[config.mk]
export PLATFORM = sky130hd
export DESIGN_NAME = multi_input_nand_array_sync_flat
export DESIGN_NICKNAME = d
export VERILOG_FILES = /design/src/rtl/multi_input_nand_array_sync_pkg.sv /design/src/rtl/multi_input_nand_array_sync_if.sv /design/src/rtl/multi_input_nand_array_sync_gate_delay_line.sv /design/src/rtl/multi_input_nand_array_sync.sv /design/src/flat_wrapper.sv
export SDC_FILE = /design/constraint.sdc
export NUM_CORES = 1
export LEC_CHECK = 0
export BUFFER_PORTS_ARGS = -buffer_cell sky130_fd_sc_hd__buf_4
export CAP_MARGIN = 20
export CORE_ASPECT_RATIO = 1.5
export CORE_UTILIZATION = 35
export CTS_CLUSTER_SIZE = 30
export DETAILED_ROUTE_END_ITERATION = 16
export PLACE_DENSITY_LB_ADDON = 0.15
export SLEW_MARGIN = 20
export SYNTH_ARGS = -nofsm -noshare
export SYNTH_HDL_FRONTEND = slang
export SYNTH_SLANG_ARGS = --single-unit
[constraint.sdc]
create_clock -name clk -period 4.8 [get_ports clk]
set_input_delay 0.24 -clock clk [delete_from_list [all_inputs] [get_ports clk]]
set_output_delay 0.24 -clock clk [all_outputs]
set_load 0.01 [all_outputs]
[src/rtl/multi_input_nand_array_sync_pkg.sv]
// Shared definitions for the 74LSXX gate-array primitive: function-select
// encodings, the reset level of the gate outputs and the gate evaluator.
package multi_input_nand_array_sync_pkg;

  typedef enum logic [1:0] {
    MODE_NAND = 2'b00,
    MODE_AND  = 2'b01,
    MODE_NOR  = 2'b10,
    MODE_OR   = 2'b11
  } gate_mode_e;

  // NAND of idle-low inputs is high, so outputs come out of reset at 1.
  localparam logic RESET_Y_LEVEL = 1'b1;

  // mode[1] picks the reduction (OR-family vs AND-family), mode[0] clear
  // means the inverted flavour; inversion is applied last.
  function automatic logic gate_eval(gate_mode_e mode, logic all_high, logic any_high);
    logic base;
    base = mode[1] ? any_high : all_high;
    return mode[0] ? base : ~base;
  endfunction

endpackage

[src/rtl/multi_input_nand_array_sync_if.sv]
// Bus bundle for the gate array: sample inputs, mode programming, counter
// clear, and the registered gate outputs with their toggle counters.
interface multi_input_nand_array_sync_if #(
  parameter int CHANNELS = 2,
  parameter int INPUTS   = 4,
  parameter int CNT_W    = 8
);
  localparam int CH_W = (CHANNELS > 1) ? $clog2(CHANNELS) : 1;

  logic [CHANNELS*INPUTS-1:0] in_data;
  logic                       in_valid;
  logic                       mode_wr;
  logic [CH_W-1:0]            mode_ch;
  logic [1:0]                 mode_val;
  logic                       cnt_clr;
  logic [CHANNELS-1:0]        y;
  logic                       y_valid;
  logic [CHANNELS*CNT_W-1:0]  toggle_cnt;

  modport master (
    output in_data, in_valid, mode_wr, mode_ch, mode_val, cnt_clr,
    input  y, y_valid, toggle_cnt
  );

  modport slave (
    input  in_data, in_valid, mode_wr, mode_ch, mode_val, cnt_clr,
    output y, y_valid, toggle_cnt
  );

endinterface

[src/rtl/multi_input_nand_array_sync_gate_delay_line.sv]
// One channel's gate-delay model: a DEPTH-stage data shift register that
// advances every cycle. Validity travels in a parallel pipe owned by the top.
module multi_input_nand_array_sync_gate_delay_line #(
  parameter int DEPTH = 2
) (
  input  logic clk,
  input  logic d,
  output logic q
);

  logic [DEPTH-1:0] taps;

  // Shift the gate result one stage per clock.
  // NOTE: data stages carry no reset; the top's valid pipe is reset and only
  // a valid-tagged stage is ever allowed to reach the output register.
  always_ff @(posedge clk) begin
    taps[0] <= d;
    for (int i = 1; i < DEPTH; i++) begin
      taps[i] <= taps[i-1];
    end
  end

  assign q = taps[DEPTH-1];

endmodule

[src/rtl/multi_input_nand_array_sync.sv]
// Clocked CHANNELS x INPUTS gate array with per-channel NAND/AND/NOR/OR
// select, a DELAY_CYCLES valid-tagged pipe, registered outputs and
// saturating per-channel output-toggle counters.
module multi_input_nand_array_sync
  import multi_input_nand_array_sync_pkg::*;
#(
  parameter int CHANNELS     = 2,
  parameter int INPUTS       = 4,
  parameter int DELAY_CYCLES = 2,
  parameter int CNT_W        = 8
) (
  input logic                          clk,
  input logic                          reset_n,
  multi_input_nand_array_sync_if.slave bus
);

  localparam int CH_W = (CHANNELS > 1) ? $clog2(CHANNELS) : 1;
  localparam logic [CNT_W-1:0] CNT_MAX = '1;

  gate_mode_e              mode_q [CHANNELS];
  logic [CHANNELS-1:0]     func_res;
  logic [CHANNELS-1:0]     dl_out;
  logic [DELAY_CYCLES-1:0] vld_pipe;
  logic                    vld_last;
  logic [CHANNELS-1:0]     y_q;
  logic                    y_valid_q;
  logic [CNT_W-1:0]        cnt_q [CHANNELS];
  logic [CHANNELS*CNT_W-1:0] cnt_flat;

  // Per-channel mode registers; out-of-range channel numbers match nothing.
  // NOTE: sequential state uses non-blocking assignments so every register
  // samples pre-edge values regardless of block evaluation order.
  // NOTE: this array is reset element by element because the reset mode
  // is observable behaviour, unlike the unreset data delay stages.
  always_ff @(posedge clk or negedge reset_n) begin
    if (!reset_n) begin
      for (int c = 0; c < CHANNELS; c++) mode_q[c] <= MODE_NAND;
    end else if (bus.mode_wr) begin
      for (int c = 0; c < CHANNELS; c++) begin
        if (bus.mode_ch == CH_W'(c)) mode_q[c] <= gate_mode_e'(bus.mode_val);
      end
    end
  end

  // Gate function of each input slice under that channel's current mode.
  // NOTE: the vector gets a default before the loop so no path through this
  // block can leave a bit unassigned and infer a latch.
  always_comb begin
    func_res = '0;
    for (int c = 0; c < CHANNELS; c++) begin
      func_res[c] = gate_eval(mode_q[c],
                              &bus.in_data[c*INPUTS +: INPUTS],
                              |bus.in_data[c*INPUTS +: INPUTS]);
    end
  end

  for (genvar c = 0; c < CHANNELS; c++) begin : g_ch
    multi_input_nand_array_sync_gate_delay_line #(
      .DEPTH (DELAY_CYCLES)
    ) u_gate_delay_line (
      .clk (clk),
      .d   (func_res[c]),
      .q   (dl_out[c])
    );
  end

  // Shared valid tag pipe; bubbles travel as zeros and reset flushes it.
  always_ff @(posedge clk or negedge reset_n) begin
    if (!reset_n) begin
      vld_pipe <= '0;
    end else begin
      vld_pipe[0] <= bus.in_valid;
      for (int i = 1; i < DELAY_CYCLES; i++) vld_pipe[i] <= vld_pipe[i-1];
    end
  end

  assign vld_last = vld_pipe[DELAY_CYCLES-1];

  // Output register: load on a valid tag, otherwise hold and drop y_valid.
  always_ff @(posedge clk or negedge reset_n) begin
    if (!reset_n) begin
      y_q       <= {CHANNELS{RESET_Y_LEVEL}};
      y_valid_q <= 1'b0;
    end else begin
      y_valid_q <= vld_last;
      if (vld_last) y_q <= dl_out;
    end
  end

  // Saturating toggle counters; a clear beats a same-cycle increment.
  always_ff @(posedge clk or negedge reset_n) begin
    if (!reset_n) begin
      for (int c = 0; c < CHANNELS; c++) cnt_q[c] <= '0;
    end else begin
      for (int c = 0; c < CHANNELS; c++) begin
        if (bus.cnt_clr) begin
          cnt_q[c] <= '0;
        end else if (vld_last && (dl_out[c] != y_q[c]) && (cnt_q[c] != CNT_MAX)) begin
          cnt_q[c] <= cnt_q[c] + 1'b1;
        end
      end
    end
  end

  // Flatten the counter array onto the bus.
  always_comb begin
    cnt_flat = '0;
    for (int c = 0; c < CHANNELS; c++) cnt_flat[c*CNT_W +: CNT_W] = cnt_q[c];
  end

  assign bus.y          = y_q;
  assign bus.y_valid    = y_valid_q;
  assign bus.toggle_cnt = cnt_flat;

endmodule

[src/flat_wrapper.sv]
// flat-port wrapper written by rule: the top's interface ports become plain ports
module multi_input_nand_array_sync_flat import multi_input_nand_array_sync_pkg::*;
#(
  parameter int CHANNELS     = 2,
  parameter int INPUTS       = 4,
  parameter int DELAY_CYCLES = 2,
  parameter int CNT_W        = 8
)
  (clk, reset_n, bus_in_data, bus_in_valid, bus_mode_wr, bus_mode_ch, bus_mode_val, bus_cnt_clr, bus_y, bus_y_valid, bus_toggle_cnt);
  multi_input_nand_array_sync_if #(.CHANNELS(CHANNELS), .INPUTS(INPUTS), .CNT_W(CNT_W)) bus_i ();
  input logic clk;
  input logic reset_n;
  input wire logic [$bits(bus_i.in_data)-1:0] bus_in_data;
  input wire logic [$bits(bus_i.in_valid)-1:0] bus_in_valid;
  input wire logic [$bits(bus_i.mode_wr)-1:0] bus_mode_wr;
  input wire logic [$bits(bus_i.mode_ch)-1:0] bus_mode_ch;
  input wire logic [$bits(bus_i.mode_val)-1:0] bus_mode_val;
  input wire logic [$bits(bus_i.cnt_clr)-1:0] bus_cnt_clr;
  output wire logic [$bits(bus_i.y)-1:0] bus_y;
  output wire logic [$bits(bus_i.y_valid)-1:0] bus_y_valid;
  output wire logic [$bits(bus_i.toggle_cnt)-1:0] bus_toggle_cnt;
  assign bus_i.in_data = bus_in_data;
  assign bus_i.in_valid = bus_in_valid;
  assign bus_i.mode_wr = bus_mode_wr;
  assign bus_i.mode_ch = bus_mode_ch;
  assign bus_i.mode_val = bus_mode_val;
  assign bus_i.cnt_clr = bus_cnt_clr;
  assign bus_y = bus_i.y;
  assign bus_y_valid = bus_i.y_valid;
  assign bus_toggle_cnt = bus_i.toggle_cnt;
  multi_input_nand_array_sync #(.CHANNELS(CHANNELS), .INPUTS(INPUTS), .DELAY_CYCLES(DELAY_CYCLES), .CNT_W(CNT_W)) u_core (.clk(clk), .reset_n(reset_n), .bus(bus_i));
endmodule
Yosys cells after proc, flatten, opt, wreduce, memory -nomap -nowiden
Index checks and enable logic that the tools add are counted.

word-level totals
  input port bits = 16
  register bits = 29

operators by class
  bitwise gates (word level) = 3
  equality and inequality tests = 4
  mux-type cells = 8
  reduce and logical (&&, ||, !) cells = 12
  add/subtract/negate cells = 2

operators by type and width
  operator                                      count
  2-to-1 mux 8 bit                              4
  adder 8 x 1 -> 8 bit, second input constant   2
  inequality test 8 bit, second input constant  2
  AND reduction 4 bit                           2
  OR reduction 4 bit                            2
  logical AND 1 bit                             4
  2-to-1 mux 1 bit                              4
  AND reduction 2 bit                           2
  nonzero test 2 bit                            2
  NOT 1 bit                                     3
  inequality test 1 bit                         2

Longest topological paths before layout
  depth after elaboration = 5
  depth in mapped cells = 6

Cells and area by module
Synthesis repeated with hierarchy kept, for this count alone.

unflattened totals
  cells, all modules = 119
  area, all modules = 1,312.5 um^2

by module, submodules not included
  module                                       sequential area each (um^2)  area an instance (um^2)  instances  cells an instance
  multi_input_nand_array_sync                  628.1                        1,232.4                  1          115
  multi_input_nand_array_sync_gate_delay_line  40.0                         40.0                     2          2

Worst setup path before layout
Ideal clock, no wire load.

  path kind = register -> register
  start = register u_core.y_q[1] (netlist: u_core.bus.y[1])
  end = register u_core.cnt_q (netlist bit u_core.bus.toggle_cnt[13])
  path buffers = 1
  setup time = 0.078 ns
  data arrival time = 1.743 ns
  slack = 2.979 ns
  cell stages (with the launch flop) = 6
  required time = 4.722 ns
  cells stage by stage = dfstp_2 xnor2_1 a311o_1 buf_6 or4_1 a21oi_1

between the ends
  longest elaborated chain between the ends = 4

ends and longest elaborated chain
  what                                 RTL line                           text
  from (decl)                          multi_input_nand_array_sync.sv:25  logic [CHANNELS-1:0] y_q;
  from (signal assigned)               multi_input_nand_array_sync.sv:82  y_q <= {CHANNELS{RESET_Y_LEVEL}};
  from (signal assigned)               multi_input_nand_array_sync.sv:86  if (vld_last) y_q <= dl_out;
  inequality test 1 bit                multi_input_nand_array_sync.sv:98  end else if (vld_last && (dl_out[c] != y_q[c]) && (cnt_q[c] != CNT_MAX)) begin
  logical AND 1 bit (2 in series)      multi_input_nand_array_sync.sv:98
  nonzero test 2 bit (no source line)  -
  to (signal, indexed assignment)      multi_input_nand_array_sync.sv:99  cnt_q[c] <= cnt_q[c] + 1'b1;
  to (decl)                            multi_input_nand_array_sync.sv:27  logic [CNT_W-1:0] cnt_q [CHANNELS];

No other way between the ends.
A chain may end at the register's enable or synchronous reset.

Final worst setup path
  start = register u_core.y_q[1] (netlist: u_core.bus.y[1])
  end = register u_core.cnt_q (netlist bit u_core.bus.toggle_cnt[15])

Same word-level chain as after synthesis.

==> implementation parameters <==
Parameter                              Value

STA
  Worst slew pin tran ... ~490 ps
  Worst slew margin relative to its limit ... 66.5%
  Setup tns final ... 0 ps
  Final number of max-transition violations ... 0
  Setup-violating endpoint count in the final report ... 0
  Endpoints failing hold ... 0
  RSZ-0062 raised after global routing ... false
  Highest Clock Rate ... 539 MHz
  Worst Skew ... 5.93 ps
  Final critical-path required period ... 1850 ps
  Ratio of final minimum period to clock period ... 38.6%

Critical path
  CP bufs+invs ... 0
  Crit path kind ... reg2reg
  Required time at the endpoint of the critical path ... 5000 ps
  Dominant delay contributor by cell family on the critical path ... compound AO/OA/AOI/OAI gates
  Critical path cell sequence ... xnor2_1 -> a311o_1 -> or4_1 -> a21oi_1
  Critical path data arrival time ... 2050 ps
  Peak per-stage delay on the critical path ... 540 ps
  Startpoint of the worst-slack reg-to-reg timing path ... u_core.bus.y[1]
  Element type at the critical path start ... flop
  Worst Path Max Fanout ... 8
  Type of destination of the critical path ... flop
  Slowest library cell on the worst path ... dfstp_2
  Crit path from ... u_core.bus.y[1]

Synthesis
  Post-Synthesis Mean Instance Area ... 11.0 sq um
  Synth async-reset ratio ... roughly 86%
  Largest area contributor in the netlist ... dfrtp_1
  Flops & latches, synth ... 29
  Post-synth EDFFs ... 0
  Flip-flop cell with the highest count after synthesis ... dfrtp_1
  Number of nets produced by synthesis ... approximately 140
  Sequential share of the synthesized area ... 53.3%
  Cells taking the most area after synthesis ... dfrtp_1 43%, dfxtp_1 6.0%, mux2_2 5.1%
  Post-synthesis cell count ... 121
  Share of Yosys cell area claimed by the top area cell type ... 43.3%
  Post-synth cell types ... 38
  Netlist Area Pre-Place ... 1330 sq um
  Synth Warn # ... 0

Detailed routing
  Starting DRC count in detailed routing ... 25
  Detailed Route WL ... 2640 um
  First-pass iteration count of the detailed router ... 4
  Vias after detailed routing ... roughly 1100
  Residual antenna-violating net count after detailed routing ... 0
  Routed WL per cell ... 13.0 um
  Via-per-instance ratio ... 5.22
  DRC Markers ... 0

Floorplan
  Horizontal die dimension ... 52.3 um
  Core Rows ... 27
  Die height ... 77.5 um
  Number of ports placed on the die boundary ... 35
  Core area ... 3650 sq um
  Initial core utilization ... a little over a third
  Die area ... 4050 sq um

Global route
  Remaining Overflow, GRT ... 0
  Antenna violations before repair ... 0
  First-pass GRT wire length ... around 4400 um
  Vias in the first global route ... 1003
  Maximum number of pins on one net before global-route repair ... 26
  Overall track demand over capacity in global routing ... 14.6%

Run
  Max-capacitance violation count ... 0

CTS
  Number of clock sinks seen by CTS ... 29
  Hold-fix buffers, CTS ... 1
  Clock input transition at the sequential cells of the worst setup and hold paths ... 60 ps
  Clock Root Buffer ... clkbuf_8
  Clock network latency to the later pin of the worst-skew pair ... about 270 ps
  Total CTS buffers ... 5
  Buffers from clock root to sink, at most ... 2
  Post-CTS repair timing setup buffer count ... 0
  Post-CTS sizing ... 0
  Clock tree from TritonCTS ... done
  Deepest level of the CTS H-tree ... 2

Place
  Detailed-placement wirelength estimate ... 1920 um
  Port buffer count ... 34
  Placed insts ... 194
  Placer Congestion ... 0.777

Min path
  Worst hold path class ... in2reg
  Source of the worst hold timing path ... bus_in_valid

Final layout
  Area delta synth->final ... 29.8%
  Ratio of cells with drive above 1 in the final layout ... about a third
  Net count reported at finish ... 177
  Most common cell after layout, fill and taps aside ... buf_4
  N_diodes ... 0
  Highest-count cells in the layout ignoring fill and taps ... 34 x buf_4, 23 x dfrtp_1, 13 x nor2_1
  Filler Cell Count ... 358
  Post-route insts no fill ... 203

Outcome
  Status ... finished clean

Pwr
  Total power draw ... 660 uW
  Pwr Density ... 382 nW/um^2
  Maximum vdd drop ... between 0.2 and 0.25 mV
  Cell leakage power ... 0.000782 uW
-- worst reg2reg max path, stage by stage (launching register included) --
cell	delay [ps]
dfstp_2	540
xnor2_1	120
a311o_1	450
or4_1	490
a21oi_1	170
-- path summary, 6_finish.rpt --
path | cells after the start | end | slack, ps
setup / recovery | 4 | u_core.bus.toggle_cnt[15] | 2950
min in group asynchronous | 2 | u_core.bus.toggle_cnt[11] | 400
max in group asynchronous | 2 | u_core.bus.y[0] | 4090
hold reg to reg | 0 | u_core.g_ch[1].u_gate_delay_line.taps[1] | 330
setup reg to reg | 4 | u_core.bus.toggle_cnt[15] | 2950
hold / removal | 1 | u_core.vld_pipe[0] | 70
-- synth_stat cells, types with 2 or more instances --
cell,n
a31oi_1,2
or3_1,4
dfstp_2,2
xor2_1,4
nand3_1,4
mux2_2,6
nand2_1,8
xnor2_1,7
mux2i_1,4
dfrtp_1,23
nand4_1,3
dfxtp_1,4
or4_1,2
o21ai_0,4
ha_1,2
o31ai_1,2
nor2_1,13
a21oi_1,7
-- per-layer routing --
metal	share of wire, %	GRT usage (%)	wire length, um
met1	39	16.4	1030
met2	55	23.8	1440
met3	5.2	5.29	136
met4	1.3	6.84	34
met5	0	0	0
-- cell families after synthesis --
group / share of synthesized area, %
simple gates: 17.4
flops: 53.3
compound gates: 9.98
xor+xnor: 7.25
mux: 8.10
buf+inv: 2.07
fa+ha+maj: 1.88
-- cell type report --
cell class                 count  area, sq um  area share [%]
sequential                    29          708            41.0
multi-input combinational     87          593            34.4
timing repair buffer          35          265            15.4
clock buffer                   7         96.3            5.58
tap                           43         53.8            3.12
clock inverter                 1         5.00           0.290
inverter                       1         3.75           0.218
-- report_power, final --
part | internal, uW | switching, uW
registers | 282 | 28.4
logic | 66.6 | 65.0
clock network | 129 | 88.7
total | 477 | 182
-- sequential cells by signal (all words and copies together), names as in the netlist --
name                                cells
u_core.bus.toggle_cnt                  16
u_core.bus.y                            2
u_core.bus.y_valid                      1
u_core.g_ch.u_gate_delay_line.taps      4
u_core.mode_q                           4
u_core.vld_pipe                         2
-- stage by stage --
stage | util (%) | setup slack (ps) | instance area, sq um | hold slack (ps)
CTS | 47.3 | 2940 | 1730 | 60.2
detailed placement | 44.2 | 2970 | 1610 | 167
finish | 47.3 | 2950 | 1730 | 71.2
floorplan | - | 2980 | 1330 | -55.6
global placement | 44.2 | 2990 | 1610 | 165
global route | 47.3 | 2860 | 1730 | 53.2
Note: power is estimated with default switching activity, not from simulation.
